$ cat src/rtl/lifting_dwt53_line.sv
// Single-level 1-D LeGall 5/3 lifting decomposition of one image line, streamed.
// Define LIFTING_PERIODIC_EXT_EN for periodic boundary extension (default: symmetric).
module lifting_dwt53_line #(
  parameter int DATA_W   = 16,
  parameter int LINE_LEN = 64,
  parameter int ADDR_W   = 16,
  parameter int LADDR_W  = 8
) (
  input  logic               clk,
  input  logic               rst_n,
  input  logic               start,
  input  logic [LADDR_W-1:0] line_addr,
  input  logic               in_valid,
  output logic               in_ready,
  input  logic [DATA_W-1:0]  in_data,
  output logic               out_valid,
  input  logic               out_ready,
  output logic [DATA_W+1:0]  out_low,
  output logic [DATA_W+1:0]  out_high,
  output logic [ADDR_W-1:0]  out_low_addr,
  output logic [ADDR_W-1:0]  out_high_addr,
  output logic               out_last,
  output logic               busy,
  output logic [1:0]         dbg_state
);
  localparam int IW   = DATA_W + 2;
  localparam int HALF = LINE_LEN / 2;
  localparam int CW   = $clog2(LINE_LEN) + 1;

  typedef logic signed [IW-1:0] coef_t;
  typedef enum logic [1:0] {S_IDLE, S_FILL, S_RUN, S_FLUSH} state_t;

  function automatic coef_t predict(input coef_t odd, input coef_t e0, input coef_t e1);
    logic signed [IW:0] sum;
    logic signed [IW:0] half;
    sum  = {e0[IW-1], e0} + {e1[IW-1], e1};
    half = sum >>> 1;
    return odd - half[IW-1:0];
  endfunction

  function automatic coef_t update(input coef_t even, input coef_t dp, input coef_t dk);
    logic signed [IW+1:0] u;
    logic signed [IW+1:0] sh;
    u  = {{2{dp[IW-1]}}, dp} + {{2{dk[IW-1]}}, dk} + (IW+2)'(2);
    sh = u >>> 2;
    return even + sh[IW-1:0];
  endfunction

  state_t            state_q, state_d;
  logic [CW-1:0]     n_q, n_d;
  logic [ADDR_W-1:0] base_q, base_d;
  coef_t             x_even_q, x_even_d, x_odd_q, x_odd_d, d_prev_q, d_prev_d;
  logic              fin_q, fin_d;
  logic              out_valid_q, out_valid_d, out_last_q, out_last_d;
  coef_t             out_low_q, out_low_d, out_high_q, out_high_d;
  logic [ADDR_W-1:0] out_low_addr_q, out_low_addr_d, out_high_addr_q, out_high_addr_d;
`ifdef LIFTING_PERIODIC_EXT_EN
  coef_t             x0_q, x0_d, d0_q, d0_d;
  logic              phase_q, phase_d;
`endif

  coef_t         in_x, d_run, s_run, d_fin, s_fin, ld_low, ld_high;
  logic [CW-1:0] ld_k;
  logic          slot_free, produce_pair, accept, begin_line, ld_en, ld_last;

  assign in_x      = {{2{in_data[DATA_W-1]}}, in_data};
  assign slot_free = !out_valid_q || out_ready;
`ifdef LIFTING_PERIODIC_EXT_EN
  // s_0 needs d_{LINE_LEN/2-1}, so x[2] only records d_0 and emits nothing.
  assign produce_pair = (state_q == S_RUN) && !n_q[0] && (n_q != CW'(2));
  assign d_fin        = predict(x_odd_q, x_even_q, x0_q);
`else
  assign produce_pair = (state_q == S_RUN) && !n_q[0];
  assign d_fin        = predict(x_odd_q, x_even_q, x_even_q);
`endif
  assign s_fin = update(x_even_q, d_prev_q, d_fin);
  assign d_run = predict(x_odd_q, x_even_q, in_x);
  assign s_run = update(x_even_q, (n_q == CW'(2)) ? d_run : d_prev_q, d_run);

  // Handshakes: a transfer happens on a rising edge where valid && ready; valid
  // never waits on ready, and a presented pair holds all fields until taken.
  assign in_ready = (state_q == S_FILL) ||
                    ((state_q == S_RUN) && (!produce_pair || slot_free));
  assign accept   = in_valid && in_ready;

  always_comb begin
    state_d = state_q;  n_d = n_q;  base_d = base_q;  fin_d = fin_q;
    x_even_d = x_even_q;  x_odd_d = x_odd_q;  d_prev_d = d_prev_q;
    out_valid_d = out_valid_q;  out_last_d = out_last_q;
    out_low_d = out_low_q;  out_high_d = out_high_q;
    out_low_addr_d = out_low_addr_q;  out_high_addr_d = out_high_addr_q;
`ifdef LIFTING_PERIODIC_EXT_EN
    x0_d = x0_q;  d0_d = d0_q;  phase_d = phase_q;
`endif
    begin_line = 1'b0;
    ld_en = 1'b0;  ld_low = '0;  ld_high = '0;  ld_k = '0;  ld_last = 1'b0;
    if (out_valid_q && out_ready) out_valid_d = 1'b0;
    case (state_q)
      S_IDLE: begin_line = start;
      S_FILL: if (accept) begin
        n_d = n_q + CW'(1);
        if (!n_q[0]) begin
          x_even_d = in_x;
`ifdef LIFTING_PERIODIC_EXT_EN
          x0_d = in_x;
`endif
        end else begin
          x_odd_d = in_x;
          state_d = S_RUN;
        end
      end
      S_RUN: if (accept) begin
        n_d = n_q + CW'(1);
        if (!n_q[0]) begin
          x_even_d = in_x;
          d_prev_d = d_run;
`ifdef LIFTING_PERIODIC_EXT_EN
          if (n_q == CW'(2)) d0_d = d_run;
`endif
          ld_en   = produce_pair;
          ld_low  = s_run;
          ld_high = d_run;
          ld_k    = (n_q >> 1) - CW'(1);
        end else begin
          x_odd_d = in_x;
          if (n_q == CW'(LINE_LEN - 1)) state_d = S_FLUSH;
        end
      end
      S_FLUSH: begin
        if (fin_q) begin
          if (out_valid_q && out_ready) begin
            state_d    = S_IDLE;
            begin_line = start;
          end
        end else if (slot_free) begin
          ld_en = 1'b1;
`ifdef LIFTING_PERIODIC_EXT_EN
          if (!phase_q) begin
            ld_low = s_fin;  ld_high = d_fin;  ld_k = CW'(HALF - 1);
            d_prev_d = d_fin;
            phase_d  = 1'b1;
          end else begin
            ld_low = update(x0_q, d_prev_q, d0_q);  ld_high = d0_q;  ld_k = '0;
            ld_last = 1'b1;
            fin_d   = 1'b1;
          end
`else
          ld_low = s_fin;  ld_high = d_fin;  ld_k = CW'(HALF - 1);
          ld_last = 1'b1;
          fin_d   = 1'b1;
`endif
        end
      end
      default: state_d = S_IDLE;
    endcase
    if (begin_line) begin
      state_d = S_FILL;
      n_d     = '0;
      fin_d   = 1'b0;
      base_d  = ADDR_W'(line_addr) * ADDR_W'(LINE_LEN);
`ifdef LIFTING_PERIODIC_EXT_EN
      phase_d = 1'b0;
`endif
    end
    if (ld_en) begin
      out_valid_d     = 1'b1;
      out_low_d       = ld_low;
      out_high_d      = ld_high;
      out_low_addr_d  = base_q + ADDR_W'(ld_k);
      out_high_addr_d = base_q + ADDR_W'(HALF) + ADDR_W'(ld_k);
      out_last_d      = ld_last;
    end
  end

  always_ff @(posedge clk or negedge rst_n) begin
    if (!rst_n) begin
      state_q <= S_IDLE;  n_q <= '0;  base_q <= '0;  fin_q <= 1'b0;
      x_even_q <= '0;  x_odd_q <= '0;  d_prev_q <= '0;
      out_valid_q <= 1'b0;  out_last_q <= 1'b0;  out_low_q <= '0;  out_high_q <= '0;
      out_low_addr_q <= '0;  out_high_addr_q <= '0;
`ifdef LIFTING_PERIODIC_EXT_EN
      x0_q <= '0;  d0_q <= '0;  phase_q <= 1'b0;
`endif
    end else begin
      state_q <= state_d;  n_q <= n_d;  base_q <= base_d;  fin_q <= fin_d;
      x_even_q <= x_even_d;  x_odd_q <= x_odd_d;  d_prev_q <= d_prev_d;
      out_valid_q <= out_valid_d;  out_last_q <= out_last_d;
      out_low_q <= out_low_d;  out_high_q <= out_high_d;
      out_low_addr_q <= out_low_addr_d;  out_high_addr_q <= out_high_addr_d;
`ifdef LIFTING_PERIODIC_EXT_EN
      x0_q <= x0_d;  d0_q <= d0_d;  phase_q <= phase_d;
`endif
    end
  end

  assign out_valid     = out_valid_q;
  assign out_low       = out_low_q;
  assign out_high      = out_high_q;
  assign out_low_addr  = out_low_addr_q;
  assign out_high_addr = out_high_addr_q;
  assign out_last      = out_last_q;
  assign busy          = (state_q != S_IDLE);
  assign dbg_state     = state_q;
endmodule
$ cat config.mk
export PLATFORM = sky130hd
export DESIGN_NAME = lifting_dwt53_line
export DESIGN_NICKNAME = d
export VERILOG_FILES = /design/src/rtl/lifting_dwt53_line.sv
export SDC_FILE = /design/constraint.sdc
export NUM_CORES = 1
export LEC_CHECK = 0
export CAP_MARGIN = 20
export CORE_UTILIZATION = 55
export CTS_CLUSTER_SIZE = 14
export DETAILED_ROUTE_END_ITERATION = 10
export GPL_TIMING_DRIVEN = 0
export HOLD_SLACK_MARGIN = 0.05
export PLACE_DENSITY_LB_ADDON = 0.12
export SLEW_MARGIN = 25
export SYNTH_ARGS = -nofsm -noshare
export SYNTH_HDL_FRONTEND = slang
export SYNTH_SLANG_ARGS = --single-unit
$ cat constraint.sdc
create_clock -name clk -period 18.05 [get_ports clk]
set_input_delay 2.7075 -clock clk [delete_from_list [all_inputs] [get_ports clk]]
set_output_delay 2.7075 -clock clk [all_outputs]
set_load 0.05 [all_outputs]
==> flow_summary.html <==
<table>
<tr><th>Metric</th><th>Value</th></tr>
<tr><th colspan="2">Setup path</th></tr>
<tr><td>Crit. Startpoint</td><td>in_data[2]</td></tr>
<tr><td>Reg2Reg Setup Slack</td><td>10340 ps</td></tr>
<tr><td>Library cell contributing the largest single delay on the critical path</td><td>sky130_fd_sc_hd__o41ai_1</td></tr>
<tr><td>Crit path largest cell delay</td><td>approximately 590 ps</td></tr>
<tr><td>Required @ worst endpoint</td><td>18340 ps</td></tr>
<tr><td>R2r endpoint</td><td>out_low[15]$_DFFE_PN0P_</td></tr>
<tr><td>Sort of element at the start of the critical path</td><td>input port</td></tr>
<tr><td>Crit path capture type</td><td>flip-flop</td></tr>
<tr><td>Top fanout value on the critical path</td><td>6</td></tr>
<tr><td>Reg-to-reg startpoint</td><td>x_even_q[1]$_DFFE_PN0P_</td></tr>
<tr><td>Most frequent CP cell</td><td>sky130_fd_sc_hd__ha_1</td></tr>
<tr><td>Path type of the worst setup path</td><td>input port to flip-flop</td></tr>
<tr><td>Data arrival time of the critical path</td><td>10150 ps</td></tr>
<tr><td>Worst R2R Path Depth</td><td>30</td></tr>
<tr><th colspan="2">Timing</th></tr>
<tr><td>Min cycle time layout</td><td>~10000 ps</td></tr>
<tr><td>Hold Fails Final Rpt</td><td>0</td></tr>
<tr><td>Part of the cycle the worst path needs</td><td>0.546</td></tr>
<tr><td>Setup violation total in the final timing report</td><td>0</td></tr>
<tr><td>Total count of max-transition violations in the final report</td><td>0</td></tr>
<tr><td>Total negative setup slack</td><td>0 ps</td></tr>
<tr><td>Achievable clock frequency</td><td>0.101 GHz</td></tr>
<tr><td>RSZ-0062 raised after global routing</td><td>false</td></tr>
<tr><td>Slew margin rel.</td><td>0.244</td></tr>
<tr><td>Post-Route Skew</td><td>14.1 ps</td></tr>
<tr><td>Tightest Pin Transition</td><td>1130 ps</td></tr>
<tr><th colspan="2">Placed design</th></tr>
<tr><td>Number of buffer cells added on primary ports</td><td>100</td></tr>
<tr><td>Post-detail-place hpwl</td><td>around 23 mm</td></tr>
<tr><td>Final weighted congestion of routability-driven global placement</td><td>0.923</td></tr>
<tr><th colspan="2">Synth</th></tr>
<tr><td>Per-instance average area after synthesis</td><td>8.87 um^2</td></tr>
<tr><td>Synth Register Bits</td><td>129</td></tr>
<tr><td>Summed instance area of the synthesized netlist</td><td>around 11000 um^2</td></tr>
<tr><td>Number of enable-type register cells in the synthesized netlist</td><td>0</td></tr>
<tr><td>Seq/Total Area, Yosys</td><td>0.285</td></tr>
<tr><td>Number of distinct library cell variants in the gate-level netlist after synthesis</td><td>73</td></tr>
<tr><td>Number of cells produced by synthesis</td><td>1275</td></tr>
<tr><td>Prevailing post-synth register cell</td><td>sky130_fd_sc_hd__dfrtp_1</td></tr>
<tr><td>Ys Warns</td><td>0</td></tr>
<tr><td>FFs w/ async S/R, synth</td><td>1.00</td></tr>
<tr><th colspan="2">Global routing</th></tr>
<tr><td>GRT Util Overall</td><td>0.291</td></tr>
<tr><td>Largest net degree at the start of global routing</td><td>69</td></tr>
<tr><td>Number of global-route vias before repair</td><td>about 9500</td></tr>
<tr><td>Initial antenna violation count</td><td>0</td></tr>
<tr><td>First-pass GRT wire length</td><td>48.2 mm</td></tr>
<tr><td>Total gr overflow</td><td>0</td></tr>
<tr><th colspan="2">Clocking</th></tr>
<tr><td>Number of clock sinks</td><td>roughly 130</td></tr>
<tr><td>Clock input transition at the sequential cells of the worst setup and hold paths</td><td>70 ps</td></tr>
<tr><td>Clock Root Buffer</td><td>sky130_fd_sc_hd__clkbuf_16</td></tr>
<tr><td>CTS tree</td><td>built</td></tr>
<tr><td>Clock Tree Buf Depth</td><td>2</td></tr>
<tr><td>Resized Gates After CTS</td><td>0</td></tr>
<tr><td>Number of hold buffers added after cts</td><td>0</td></tr>
<tr><td>Total number of H-tree levels</td><td>4</td></tr>
<tr><td>Clock buffer count from CTS</td><td>17</td></tr>
<tr><td>Post-CTS Setup Bufs</td><td>0</td></tr>
<tr><td>Later-pin clock latency in the skew report</td><td>440 ps</td></tr>
<tr><th colspan="2">Die</th></tr>
<tr><td>Placeable Area</td><td>20200 um^2</td></tr>
<tr><td>Starting utilization of the core area</td><td>0.561</td></tr>
<tr><td>Die width</td><td>between 100 and 150 um</td></tr>
<tr><td>Die Footprint</td><td>21100 um^2</td></tr>
<tr><td>Number of placement rows</td><td>52</td></tr>
<tr><td>Number of ports placed on the die boundary</td><td>103</td></tr>
<tr><td>Die height</td><td>145 um</td></tr>
<tr><th colspan="2">Route</th></tr>
<tr><td>Mean number of vias per cell</td><td>5.88</td></tr>
<tr><td>Number of DRC violations after detailed routing</td><td>0</td></tr>
<tr><td>DRT antenna net count</td><td>0</td></tr>
<tr><td>Pre-Repair DR Iteration Count</td><td>5</td></tr>
<tr><td>Iteration-0 DRC Markers</td><td>606</td></tr>
<tr><td>Total wire length</td><td>approximately 30 mm</td></tr>
<tr><td>Average wire per standard cell</td><td>roughly 18 um</td></tr>
<tr><td>Detailed-route via count</td><td>~9900</td></tr>
<tr><th colspan="2">Cells and area</th></tr>
<tr><td># nets final</td><td>1589</td></tr>
<tr><td>Multi-input gate area in the final layout</td><td>7650 um^2</td></tr>
<tr><td>Fraction of layout instances using a drive strength above 1</td><td>0.0710</td></tr>
<tr><td>Count of inserted antenna diode cells</td><td>0</td></tr>
<tr><td># fillers</td><td>1729</td></tr>
<tr><td>Area taken by flip-flops and latches</td><td>3230 um^2</td></tr>
<tr><td>P&amp;R area growth vs syn</td><td>17.2%</td></tr>
<tr><th colspan="2">Run</th></tr>
<tr><td>Number of max-cap violations</td><td>0</td></tr>
<tr><th colspan="2">Run status</th></tr>
<tr><td>Result of the run</td><td>complete, no violations</td></tr>
<tr><th colspan="2">Worst hold path</th></tr>
<tr><td>Worst hold path endpoint</td><td>out_low_addr[6]$_DFFE_PN0P_</td></tr>
<tr><td>Hold Path Stages</td><td>2</td></tr>
<tr><td>Path class of the lowest-slack min-delay path</td><td>flip-flop to flip-flop</td></tr>
<tr><td>Worst Hold Launch</td><td>out_low_addr[6]$_DFFE_PN0P_</td></tr>
</table>
through the flow:
stage | cell area [um^2] | utilization | setup WS (ps) | hold WS [ps] | std cells
floorplan | 11300 | - | 9240 | 469 | 1276
global placement | 12700 | 0.627 | 7920 | 451 | 1646
detailed placement | 12700 | 0.629 | 7910 | 457 | 1647
CTS | 13300 | 0.657 | 8310 | 472 | 1679
global route | 13300 | 0.657 | 7780 | 504 | 1679
finish | 13300 | 0.657 | 8190 | 466 | 1679
critical path, delay by kind of cell:
family	cells	cell delay (ps)
muxes	1	290
adders and majority gates	5	1670
xor gates and xnor gates	4	600
buffers and inverters	2	550
and+or+nand+nor	2	300
AOI/OAI and AO/OA	17	4010
worst max path at each step:
stage	slack (ps)	cells past startpoint	end
5_1_grt	7780	31	out_low[15]$_DFFE_PN0P_
4_1_cts	8310	31	out_low[15]$_DFFE_PN0P_
3_3_place_gp	7920	31	out_low[15]$_DFFE_PN0P_
6_report	8190	31	out_low[15]$_DFFE_PN0P_
3_5_place_dp	7910	31	out_low[15]$_DFFE_PN0P_
2_1_floorplan	9240	30	out_low[15]$_DFFE_PN0P_
layer usage:
layer	wire length, um	share of wire	GRT usage	vias to the layer above
met5	0	0	0	-
met4	1060	0.036	0.118	0
met3	1530	0.051	0.0464	50
met2	13700	0.46	0.479	281
met1	13600	0.46	0.383	4681
li1	-	-	-	4865
cells in the mapped netlist, types with 13 or more instances:
library cell / number / area (um^2)
sky130_fd_sc_hd__a22oi_1: 13 / 97.6
sky130_fd_sc_hd__nor2b_1: 13 / 81.3
sky130_fd_sc_hd__nand2_1: 147 / 552
sky130_fd_sc_hd__mux2_2: 35 / 394
sky130_fd_sc_hd__nand3_1: 29 / 145
sky130_fd_sc_hd__a21o_1: 35 / 263
sky130_fd_sc_hd__xnor2_1: 61 / 534
sky130_fd_sc_hd__clkbuf_1: 27 / 101
sky130_fd_sc_hd__nand2b_1: 17 / 106
sky130_fd_sc_hd__nor3_1: 28 / 140
sky130_fd_sc_hd__nor2_1: 85 / 319
sky130_fd_sc_hd__ha_1: 156 / 1950
sky130_fd_sc_hd__dfrtp_1: 129 / 3230
sky130_fd_sc_hd__xor2_1: 45 / 394
sky130_fd_sc_hd__a21oi_1: 65 / 325
sky130_fd_sc_hd__o21a_1: 27 / 203
sky130_fd_sc_hd__inv_1: 61 / 229
sky130_fd_sc_hd__o21ai_0: 87 / 435
cell type report:
class | instances | share of cell area
Clock buffer | 17 | 0.0321
Inverter | 61 | 0.0173
Timing Repair Buffer | 101 | 0.0779
Multi-Input combinational cell | 1042 | 0.577
Sequential cell | 129 | 0.243
Tap cell | 270 | 0.0255
Clock inverter | 15 | 0.0111
Buffer | 44 | 0.0154
logic make-up after synthesis:
family,count (synthesis),share of synthesized area
multiplexers,40,0.0393
other,1,0.000332
AND/OR/NAND/NOR,380,0.156
adder cells (fa/ha/maj),164,0.187
AO/OA/AOI/OAI,350,0.212
flip-flops,129,0.285
buffers and inverters,105,0.0383
XOR/XNOR,106,0.0821
placed cells by master, fill, tap and decap left out, types with 10 or more instances in the layout:
cell and count:
sky130_fd_sc_hd__mux2_2 35, sky130_fd_sc_hd__o221ai_1 11, sky130_fd_sc_hd__inv_1 61, sky130_fd_sc_hd__a22oi_1 13
sky130_fd_sc_hd__nor2b_1 13, sky130_fd_sc_hd__dfrtp_1 129, sky130_fd_sc_hd__clkbuf_16 17, sky130_fd_sc_hd__o21ai_0 87
sky130_fd_sc_hd__nor2_1 85, sky130_fd_sc_hd__xnor2_1 61, sky130_fd_sc_hd__nand2b_1 17, sky130_fd_sc_hd__clkdlybuf4s50_1 99
sky130_fd_sc_hd__o31ai_1 10, sky130_fd_sc_hd__or2_2 11, sky130_fd_sc_hd__and2_1 10, sky130_fd_sc_hd__nor3_1 28
sky130_fd_sc_hd__xor2_1 45, sky130_fd_sc_hd__nand2_1 147, sky130_fd_sc_hd__nand3_1 29, sky130_fd_sc_hd__a21oi_1 65
sky130_fd_sc_hd__ha_1 156, sky130_fd_sc_hd__a21o_1 35, sky130_fd_sc_hd__clkbuf_1 27, sky130_fd_sc_hd__o21a_1 27
registers in the layout, indices dropped and copies added, names as in the netlist:
name	flops
out_low	18
d_prev_q	17
out_high	17
x_even_q	16
x_odd_q	16
out_high_addr	15
out_low_addr	10
base_q	8
n_q	7
dbg_state	2
fin_q	1
out_last	1
out_valid	1
Power is not shown: default switching activity piles up to over one toggle a cycle in this logic, so the estimate is an artifact.
